### src/rtl/fifo_frame_sched_pkg.sv
// Shared constants, state type and byte-map helper for the sniff-FIFO frame scheduler.
// The FE_FIFO_* values match the capture FIFO word encoding used by reg_main.
package fifo_frame_sched_pkg;

    localparam int FE_FIFO_CMD_BIT_LEN        = 2;
    localparam int FE_FIFO_DATA_LEN           = 16;
    localparam int FIFO_SCHED_BYTES_PER_FRAME = 4;

    localparam logic [FE_FIFO_CMD_BIT_LEN-1:0] FE_FIFO_CMD_STRM   = 2'b11;
    localparam logic [FE_FIFO_DATA_LEN-1:0]    FE_FIFO_STRM_EMPTY = 16'h8E01;

    // Word served in place of a pop when the FIFO has nothing to give.
    localparam logic [17:0] FE_FIFO_STRM_MARKER = {FE_FIFO_CMD_STRM, FE_FIFO_STRM_EMPTY};

    typedef enum logic [0:0] {
        IDLE  = 1'b0,
        SERVE = 1'b1
    } sched_state_t;

    function automatic logic [7:0] frame_byte(input logic [17:0] word,
                                              input logic [5:0]  status,
                                              input logic [1:0]  idx);
        case (idx)
            2'd0:    return 8'h00;
            2'd1:    return word[7:0];
            2'd2:    return word[15:8];
            default: return {status, word[17:16]};
        endcase
    endfunction

endpackage

### src/rtl/fifo_frame_sched_if.sv
// FIFO read port plus the two-requester byte handshake of the frame scheduler.
// master drives FIFO state and requests; slave is the scheduler itself.
interface fifo_frame_sched_if #(
    parameter int pDATA_WIDTH   = 18,
    parameter int pSTATUS_WIDTH = 6
);
    logic                     I_fifo_empty;
    logic [pDATA_WIDTH-1:0]   I_fifo_data;
    logic [pSTATUS_WIDTH-1:0] I_fifo_status;
    logic                     O_fifo_read;
    logic [1:0]               I_req;
    logic                     I_abort;
    logic [1:0]               O_gnt;
    logic [7:0]               O_data;
    logic [1:0]               O_byte_idx;

    modport master (
        output I_fifo_empty, I_fifo_data, I_fifo_status, I_req, I_abort,
        input  O_fifo_read, O_gnt, O_data, O_byte_idx
    );

    modport slave (
        input  I_fifo_empty, I_fifo_data, I_fifo_status, I_req, I_abort,
        output O_fifo_read, O_gnt, O_data, O_byte_idx
    );
endinterface

### src/rtl/fifo_frame_rr_arb.sv
// Two-way round-robin picker: one-hot winner from requests and the last frame owner.
module fifo_frame_rr_arb (
    input  logic [1:0] req,
    input  logic       last_owner,
    output logic [1:0] winner
);
    always_comb begin
        winner = 2'b00;
        case (req)
            2'b01:   winner = 2'b01;
            2'b10:   winner = 2'b10;
            2'b11:   winner = last_owner ? 2'b01 : 2'b10;
            default: winner = 2'b00;
        endcase
    end
endmodule

### src/rtl/fifo_frame_sched.sv
// Shares the sniff-FIFO read port between the register and fast paths as locked 4-byte frames.
// Optional saturating frame counters are built when FIFO_SCHED_STATS_EN is defined.
module fifo_frame_sched
    import fifo_frame_sched_pkg::*;
#(
    parameter int pDATA_WIDTH   = 18,
    parameter int pSTATUS_WIDTH = 6,
    parameter int pSTAT_WIDTH   = 16
) (
    input  logic                   cwusb_clk,
    input  logic                   reset_n,
    input  logic                   I_enable,
    fifo_frame_sched_if.slave      bus,
    output logic                   O_busy,
    output logic                   O_owner,
    output logic [pSTAT_WIDTH-1:0] O_frames,
    output logic [pSTAT_WIDTH-1:0] O_empty_frames
);

    sched_state_t             state, state_d;
    logic [1:0]               byte_idx, byte_idx_d;
    logic                     owner, owner_d;
    logic [pDATA_WIDTH-1:0]   word_q, word_d;
    logic [pSTATUS_WIDTH-1:0] status_q, status_d;
    logic [1:0]               gnt_q, gnt_d;
    logic [1:0]               eligible;
    logic [1:0]               winner;
    logic                     start;

    // A requester that holds a grant this cycle has already been paid for its request.
    assign eligible = bus.I_req & ~gnt_q;

    fifo_frame_rr_arb u_arb (
        .req        (eligible),
        .last_owner (owner),
        .winner     (winner)
    );

    always_comb begin
        state_d    = state;
        byte_idx_d = byte_idx;
        owner_d    = owner;
        word_d     = word_q;
        status_d   = status_q;
        gnt_d      = 2'b00;
        start      = 1'b0;
        case (state)
            IDLE: begin
                if (reset_n && I_enable && (|eligible)) begin
                    start      = 1'b1;
                    state_d    = SERVE;
                    byte_idx_d = 2'd0;
                    gnt_d      = winner;
                    owner_d    = winner[1];
                    status_d   = bus.I_fifo_status;
                    word_d     = bus.I_fifo_empty ? pDATA_WIDTH'(FE_FIFO_STRM_MARKER) : bus.I_fifo_data;
                end
            end
            SERVE: begin
                if (bus.I_abort) begin
                    state_d = IDLE;
                end else if (bus.I_req[owner] && !gnt_q[owner]) begin
                    gnt_d      = owner ? 2'b10 : 2'b01;
                    byte_idx_d = byte_idx + 2'd1;
                    if (byte_idx == 2'd2) begin
                        state_d = IDLE;
                    end
                end
            end
            default: state_d = IDLE;
        endcase
    end

    always_ff @(posedge cwusb_clk) begin
        if (!reset_n) begin
            state    <= IDLE;
            byte_idx <= 2'd0;
            owner    <= 1'b1;
            word_q   <= '0;
            status_q <= '0;
            gnt_q    <= 2'b00;
        end else begin
            state    <= state_d;
            byte_idx <= byte_idx_d;
            owner    <= owner_d;
            word_q   <= word_d;
            status_q <= status_d;
            gnt_q    <= gnt_d;
        end
    end

    assign bus.O_fifo_read = start & ~bus.I_fifo_empty;
    assign bus.O_gnt       = gnt_q;
    assign bus.O_byte_idx  = byte_idx;
    assign bus.O_data      = (|gnt_q) ? frame_byte(word_q, status_q, byte_idx) : 8'h00;
    assign O_busy          = (state == SERVE);
    assign O_owner         = owner;

`ifdef FIFO_SCHED_STATS_EN
    logic [pSTAT_WIDTH-1:0] frames_q, empty_frames_q;

    always_ff @(posedge cwusb_clk) begin
        if (!reset_n) begin
            frames_q       <= '0;
            empty_frames_q <= '0;
        end else if (start) begin
            if (frames_q != '1) begin
                frames_q <= frames_q + 1'b1;
            end
            if (bus.I_fifo_empty && (empty_frames_q != '1)) begin
                empty_frames_q <= empty_frames_q + 1'b1;
            end
        end
    end

    assign O_frames       = frames_q;
    assign O_empty_frames = empty_frames_q;
`else
    assign O_frames       = '0;
    assign O_empty_frames = '0;
`endif

endmodule

### src/flat_wrapper.sv
// flat-port wrapper written by rule: the top's interface ports become plain ports
module fifo_frame_sched_flat import fifo_frame_sched_pkg::*;
#(
    parameter int pDATA_WIDTH   = 18,
    parameter int pSTATUS_WIDTH = 6,
    parameter int pSTAT_WIDTH   = 16
)
  (cwusb_clk, reset_n, I_enable, O_busy, O_owner, O_frames, O_empty_frames, bus_I_fifo_empty, bus_I_fifo_data, bus_I_fifo_status, bus_I_req, bus_I_abort, bus_O_fifo_read, bus_O_gnt, bus_O_data, bus_O_byte_idx);
  fifo_frame_sched_if #(.pDATA_WIDTH(pDATA_WIDTH), .pSTATUS_WIDTH(pSTATUS_WIDTH)) bus_i ();
  input  logic cwusb_clk;
  input  logic reset_n;
  input  logic I_enable;
  output logic O_busy;
  output logic O_owner;
  output logic [pSTAT_WIDTH-1:0] O_frames;
  output logic [pSTAT_WIDTH-1:0] O_empty_frames;
  input wire logic [$bits(bus_i.I_fifo_empty)-1:0] bus_I_fifo_empty;
  input wire logic [$bits(bus_i.I_fifo_data)-1:0] bus_I_fifo_data;
  input wire logic [$bits(bus_i.I_fifo_status)-1:0] bus_I_fifo_status;
  input wire logic [$bits(bus_i.I_req)-1:0] bus_I_req;
  input wire logic [$bits(bus_i.I_abort)-1:0] bus_I_abort;
  output wire logic [$bits(bus_i.O_fifo_read)-1:0] bus_O_fifo_read;
  output wire logic [$bits(bus_i.O_gnt)-1:0] bus_O_gnt;
  output wire logic [$bits(bus_i.O_data)-1:0] bus_O_data;
  output wire logic [$bits(bus_i.O_byte_idx)-1:0] bus_O_byte_idx;
  assign bus_i.I_fifo_empty = bus_I_fifo_empty;
  assign bus_i.I_fifo_data = bus_I_fifo_data;
  assign bus_i.I_fifo_status = bus_I_fifo_status;
  assign bus_i.I_req = bus_I_req;
  assign bus_i.I_abort = bus_I_abort;
  assign bus_O_fifo_read = bus_i.O_fifo_read;
  assign bus_O_gnt = bus_i.O_gnt;
  assign bus_O_data = bus_i.O_data;
  assign bus_O_byte_idx = bus_i.O_byte_idx;
  fifo_frame_sched #(.pDATA_WIDTH(pDATA_WIDTH), .pSTATUS_WIDTH(pSTATUS_WIDTH), .pSTAT_WIDTH(pSTAT_WIDTH)) u_core (.cwusb_clk(cwusb_clk), .reset_n(reset_n), .I_enable(I_enable), .bus(bus_i), .O_busy(O_busy), .O_owner(O_owner), .O_frames(O_frames), .O_empty_frames(O_empty_frames));
endmodule
### config.mk
export PLATFORM = sky130hd
export DESIGN_NAME = fifo_frame_sched_flat
export DESIGN_NICKNAME = d
export VERILOG_FILES = /design/src/rtl/fifo_frame_sched_pkg.sv /design/src/rtl/fifo_frame_sched_if.sv /design/src/rtl/fifo_frame_rr_arb.sv /design/src/rtl/fifo_frame_sched.sv /design/src/flat_wrapper.sv
export SDC_FILE = /design/constraint.sdc
export NUM_CORES = 1
export LEC_CHECK = 0
export CAP_MARGIN = 20
export CORE_MARGIN = 2
export CORE_UTILIZATION = 30
export CTS_CLUSTER_DIAMETER = 120
export DETAILED_ROUTE_END_ITERATION = 8
export PLACE_DENSITY = 0.6
export SETUP_SLACK_MARGIN = 0.1
export SLEW_MARGIN = 20
export SYNTH_ARGS = -nofsm -noshare
export SYNTH_HDL_FRONTEND = slang
export SYNTH_SLANG_ARGS = --single-unit
### constraint.sdc
create_clock -name cwusb_clk -period 2.12 [get_ports cwusb_clk]
set_clock_uncertainty 0.1 [all_clocks]
set_input_delay 0.424 -clock cwusb_clk [delete_from_list [all_inputs] [get_ports cwusb_clk]]
set_output_delay 0.424 -clock cwusb_clk [all_outputs]
set_load 0.005 [all_outputs]
==> results_dict.tcl, run 1 <==
set metrics [dict create \
    status "finished clean" \
    cp.arrival_ns 1.57 \
    layout_commonest_cell "clkdlybuf4s50_1" \
    synth_seq_area_share 0.334 \
    cts_hold_buf 0 \
    drc 0 \
    die_height_um 81.4 \
    syn-cell-area_um2 1800 \
    synth.avg_cell_area_um2 8.18 \
    synth-edff-count 0 \
    finalPower_mw 1.43 \
    grt_max_degree 31 \
    hold_path.class "flip-flop to flip-flop" \
    crit_start "u_core.bus.O_byte_idx[0]$_SDFFE_PN0P_" \
    clock_latency_ns 0.28 \
    regArea_um2 606 \
    nets 314 \
    cts.sinks 30 \
    worst_pin_slew_ns 0.674 \
    dp_slack_ns -0.275 \
    p_leak_nw 1.06 \
    yosys_warnings 0 \
    ant_nets 0 \
    synth_cells 220 \
    areaGrowthSynthToFinish_pct 40.8 \
    crit_path_top_delay_cell "dfxtp_2" \
    grt_pass1_wl_um 7030 \
    setup_viol 0 \
    placed_cell_area_um2 2320 \
    start_util 0.308 \
    period_needed_ns 2.10 \
    r2r_slack_ns 0.55 \
    gp_congestion 0.824 \
    max_stage_delay_ns 0.33 \
    synth_ff_type "dfxtp_1" \
    path_cells "buf_6 -> ha_4 -> buf_8 -> a22oi_2 -> nor2_2 -> a21oi_2 -> nor2_1 -> buf_2" \
    hold_viol_final 0 \
    crit_family "buffers and inverters" \
    ctsLongestPathBuffers 2 \
    fmax_ghz 0.477 \
    vias_per_cell 4.30 \
    period_share 0.988 \
    vdd_drop_max_mv 0.298 \
    fin_cells 356 \
    fp.dieW_um 81.4 \
    relSlewSlack 0.549 \
    fillers 580 \
    core_area_um2 5850 \
    rsz0062_at_grt "yes" \
    yosys_register_bits 30 \
    worstReg2RegStart "u_core.O_busy$_SDFF_PN0_" \
    worstPathMaxFanout 8 \
    drive_above_1_share 0.281 \
    vias 1532 \
    final_area_um2 2530 \
    cts-root-buf "clkbuf_8" \
    avgRoutedWirePerCell_um 12.0 \
    wirelength_um 4260 \
    path_depth 8 \
    async_flop_share 0 \
    rows 28 \
    most-common-layout-cells "34 x clkdlybuf4s50_1, 32 x conb_1, 28 x nand2_1, 28 x dfxtp_1, 26 x nor2_1" \
    max_cap_viol_count 0 \
    synth_cell_types 34 \
    dr.pass1.iters 4 \
    power-per-cell-area_nw_per_um2 565 \
    antenna_found_initial 0 \
    holdCritStartpoint "u_core.status_q[5]$_SDFFE_PN0P_" \
    n_antenna_cell 0 \
    dp.cells 343 \
    start_kind "flip-flop" \
    track_usage 0.138 \
    end_kind "output port" \
    cts.clk_slew.worst_paths_ns 0.06 \
    grt_pass1_vias 1498 \
    cts_tree "built" \
    h-tree-depth 2 \
    path_class "flip-flop to output port" \
    cp_num_buf_inv 3 \
    grt.overflow.total 0 \
    cts_buffers 5 \
    first_iter_violations 66 \
    io_pins 78 \
    hpwl_um 2980 \
    required_ns 1.60 \
    drv_slew 0 \
    hold_slack_ns 0.359 \
    multi_input_area_um2 1080 \
    io_buffers 45 \
    worst-r2r-cell-count 5 \
    layout_setup_ws_ns 0.0244 \
    holdPathStages 2 \
    dieArea_um2 6630 \
]
-- path summary, 6_finish.rpt --
check | endpoint
setup / recovery | bus_O_data[6]
hold reg to reg | u_core.status_q[5]$_SDFFE_PN0P_
hold / removal | u_core.status_q[5]$_SDFFE_PN0P_
setup reg to reg | u_core.bus.O_byte_idx[0]$_SDFFE_PN0P_
-- where the power goes --
part | internal, mW | switching (mW)
Clock | 0.345 | 0.223
Combinational | 0.126 | 0.114
Sequential | 0.597 | 0.0256
Total | 1.07 | 0.363
-- synthesized netlist by cell type (all sizes together), types with 2 or more instances --
cell type | n | area share
a21boi | 11 | 0.061
nand3 | 7 | 0.019
nand3b | 12 | 0.072
o21ai | 4 | 0.017
dfxtp | 30 | 0.33
nor2 | 28 | 0.058
a22oi | 8 | 0.033
buf | 38 | 0.16
nor2b | 2 | 0.0083
mux2i | 2 | 0.011
nand2b | 2 | 0.0097
inv | 3 | 0.0063
a21oi | 21 | 0.065
ha | 3 | 0.021
nand2 | 28 | 0.058
clkbuf | 6 | 0.013
nor3 | 8 | 0.025
-- per-stage QoR --
step / setup TNS (ns) / utilization
3_3_place_gp: -0.689 / 0.396
5_1_grt: -0.296 / 0.433
3_5_place_dp: -0.732 / 0.396
2_1_floorplan: 0 / -
6_report: 0 / 0.433
4_1_cts: 0 / 0.431
-- registers in the layout, summed over array words and instances, names as in the netlist --
signal                 count
u_core.O_owner             1
u_core.status_q            6
u_core.O_busy              1
u_core.bus.O_byte_idx      2
u_core.word_q             18
u_core.bus.O_gnt           2
-- cell families (layout without fill, tap and decap cells) --
| family | count (synthesis) | count (layout) | share of synthesized area |
|---|---|---|---|
| AND/OR/NAND/NOR | 90 | 90 | 0.266 |
| AO/OA/AOI/OAI | 47 | 47 | 0.193 |
| other | 1 | 32 | 0.00208 |
| flip-flops | 30 | 30 | 0.334 |
| buffers and inverters | 47 | 77 | 0.174 |
| multiplexers | 2 | 2 | 0.0111 |
| adder cells (fa/ha/maj) | 3 | 3 | 0.0209 |
-- layer usage --
layer,wire [µm],up-vias,GRT usage
li1,-,792,-
met5,0,-,0
met2,1910,61,0.211
met4,45,0,0.0339
met3,320,7,0.0462
met1,1980,672,0.189
-- layout make-up --
| cell class | instances | area share |
|---|---|---|
| multi-input combinational | 174 | 0.427 |
| tap | 75 | 0.0370 |
| clock buffer | 5 | 0.0272 |
| clock inverter | 3 | 0.0158 |
| sequential | 30 | 0.239 |
| inverter | 3 | 0.00444 |
| timing repair buffer | 66 | 0.250 |
-- worst register-to-register path, delay by kind of cell, from the launching register on --
kind,cells,cell delay (ns)
AOI/OAI and AO/OA,1,0.30
buffers and inverters,1,0.12
and+or+nand+nor,2,0.38
DFF,1,0.35
muxes,1,0.24
-- repair_timing --
item | in CTS | in global routing
gates resized for setup | 59 | 4
pin swaps | 14 | 3
endpoints found under the setup margin | 9 | 9
cloned | 1 | 0
buffers inserted | 4 | 0
Note: power is estimated with default switching activity, not from simulation.
==> run 2, diff against run 1 <==
Settings changed: GPL_TIMING_DRIVEN set to 0.
Clock period 2.12 ns to 2.5 ns, I/O delays scaled along.
==> results_dict.tcl, run 2 (same netlist as run 1, synthesis figures left out) <==
set metrics [dict create \
    hold_viol_final 0 \
    fp.dieW_um 81.4 \
    rows 28 \
    cts-root-buf "clkbuf_8" \
    path_cells "inv_1 -> ha_1 -> clkbuf_8 -> a22oi_2 -> nor2_1 -> a21oi_1 -> nor2_1 -> clkdlybuf4s15_1" \
    largest_reg_flops 18 \
    period_needed_ns 2.31 \
    path_class "flip-flop to output port" \
    io_pins 78 \
    fin_cells 384 \
    status "finished clean" \
    die_height_um 81.4 \
    dp.cells 371 \
    vias_per_cell 4.15 \
    holdPathStages 2 \
    max_stage_delay_ns 0.36 \
    cts_hold_buf 0 \
    grt_pass1_vias 1482 \
    antenna_found_initial 0 \
    ctsLongestPathBuffers 2 \
    max_cap_viol_count 0 \
    crit_path_top_delay_cell "dfxtp_4" \
    p_leak_nw 1.18 \
    avgRoutedWirePerCell_um 11.1 \
    ant_nets 0 \
    worstPathMaxFanout 9 \
    cp.arrival_ns 1.71 \
    drv_slew 0 \
    start_util 0.308 \
    drc 0 \
    grt_max_degree 11 \
    r2r_slack_ns 0.96 \
    io_buffers 45 \
    worst_path_most_repeated_cell "nor2_1" \
    top_register "u_core.word_q" \
    dr.pass1.iters 4 \
    vias 1594 \
    drive_above_1_share 0.307 \
    post-route-util 0.448 \
    fmax_ghz 0.433 \
    grt.overflow.total 0 \
    required_ns 1.90 \
    period_share 0.924 \
    power-per-cell-area_nw_per_um2 442 \
    most-common-layout-cells "38 x buf_4, 33 x clkdlybuf4s50_1, 32 x conb_1" \
    setup_viol 0 \
    wirelength_um 4250 \
    hold-path-endpoint "u_core.word_q[1]$_SDFFE_PN0P_" \
    nets 342 \
    vdd_drop_max_mv 0.234 \
    first_iter_violations 61 \
    worst_pin_slew_ns 0.581 \
    end_kind "output port" \
    hpwl_um 3170 \
    n_antenna_cell 0 \
    finalPower_mw 1.16 \
    worst-r2r-cell-count 5 \
    hold_path.class "flip-flop to flip-flop" \
    h-tree-depth 2 \
    dieArea_um2 6630 \
    core_area_um2 5850 \
    relSlewSlack 0.611 \
    largestRegisters "u_core.word_q (18), u_core.status_q (6)" \
    cts.sinks 30 \
    start_kind "flip-flop" \
    grt_pass1_wl_um 7000 \
    worstReg2RegStart "u_core.O_busy$_SDFF_PN0_" \
    cts_buffers 5 \
    clock_latency_ns 0.27 \
    cts.clk_slew.worst_paths_ns 0.06 \
    cts_tree "built" \
    layout_commonest_cell "buf_4" \
    rsz0062_at_grt "yes" \
    areaGrowthSynthToFinish_pct 45.6 \
    track_usage 0.136 \
    gp_congestion 0.760 \
    holdCritStartpoint "u_core.word_q[1]$_SDFFE_PN0P_" \
    worstReg2RegEnd "u_core.bus.O_byte_idx[0]$_SDFFE_PN0P_" \
]
-- run 2: cell count changes in the layout (fill, tap and decap cells not counted), sizes merged --
cell,before,now
clkdlybuf4s15,0,1
bufinv,1,0
dlygate4sd2,1,3
clkdlybuf4s50,34,33
clkinv,2,1
buf,30,44
clkbuf,5,19
-- run 2: cell type report --
cell class	count	area, µm²
plain buffers	44	328
flip-flops and latches	30	606
multi-input cells	174	1040
repair buffers	50	452
inverters	3	11.3
well taps	75	93.8
clock buffers	7	86.3
fillers	610	3230
clock inverters	1	5.00
-- run 2: power breakdown --
part | switching [mW] | internal [mW]
registers | 0.0205 | 0.507
clock network | 0.177 | 0.222
logic | 0.0995 | 0.133
total | 0.297 | 0.862
-- run 2: worst max-delay path by stage --
stage / cells after the start / start / end / slack [ns]
2_1_floorplan: 6 / u_core.bus.O_byte_idx[0]$_SDFFE_PN0P_ / bus_O_data[5] / 0.64
3_3_place_gp: 6 / reset_n / bus_O_fifo_read / -0.34
3_5_place_dp: 6 / reset_n / bus_O_fifo_read / -0.34
4_1_cts: 8 / u_core.bus.O_byte_idx[0]$_SDFFE_PN0P_ / bus_O_data[2] / 0.11
5_1_grt: 8 / u_core.bus.O_byte_idx[0]$_SDFFE_PN0P_ / bus_O_data[4] / 0.06
6_report: 8 / u_core.bus.O_byte_idx[0]$_SDFFE_PN0P_ / bus_O_data[4] / 0.19
-- run 2: repair_timing --
item / 4_1_cts / 5_1_grt
buffers inserted: 5 / 0
endpoints found under the setup margin: 9 / 9
pin swaps: 1 / 2
gates resized for setup: 29 / 22
-- run 2: through the flow --
stage / cell area [µm²] / hold WS [ns] / TNS, ns / setup WS [ns]
finish: 2620 / 0.353 / 0 / 0.190
global route: 2620 / 0.377 / 0 / 0.0562
CTS: 2630 / 0.357 / 0 / 0.105
detailed placement: 2460 / 0.349 / -0.581 / -0.339
global placement: 2460 / 0.342 / -0.509 / -0.335
floorplan: 1920 / 0.330 / 0 / 0.641
-- run 2: worst max-delay path: cells and delay by family (launching register included) --
family	cells	cell delay, ns
flip-flops	1	0.36
buffers and inverters	3	0.45
adder cells (fa/ha/maj)	1	0.19
AO/OA/AOI/OAI	2	0.31
AND/OR/NAND/NOR	2	0.11
-- run 2: layer usage --
| metal | up-vias | track usage | wire [µm] | share of wire |
|---|---|---|---|---|
| met2 | 64 | 0.211 | 1890 | 0.44 |
| met5 | - | 0 | 0 | 0 |
| met1 | 676 | 0.179 | 1930 | 0.45 |
| met3 | 7 | 0.0396 | 376 | 0.088 |
| li1 | 847 | - | - | - |
| met4 | 0 | 0.0475 | 54 | 0.013 |
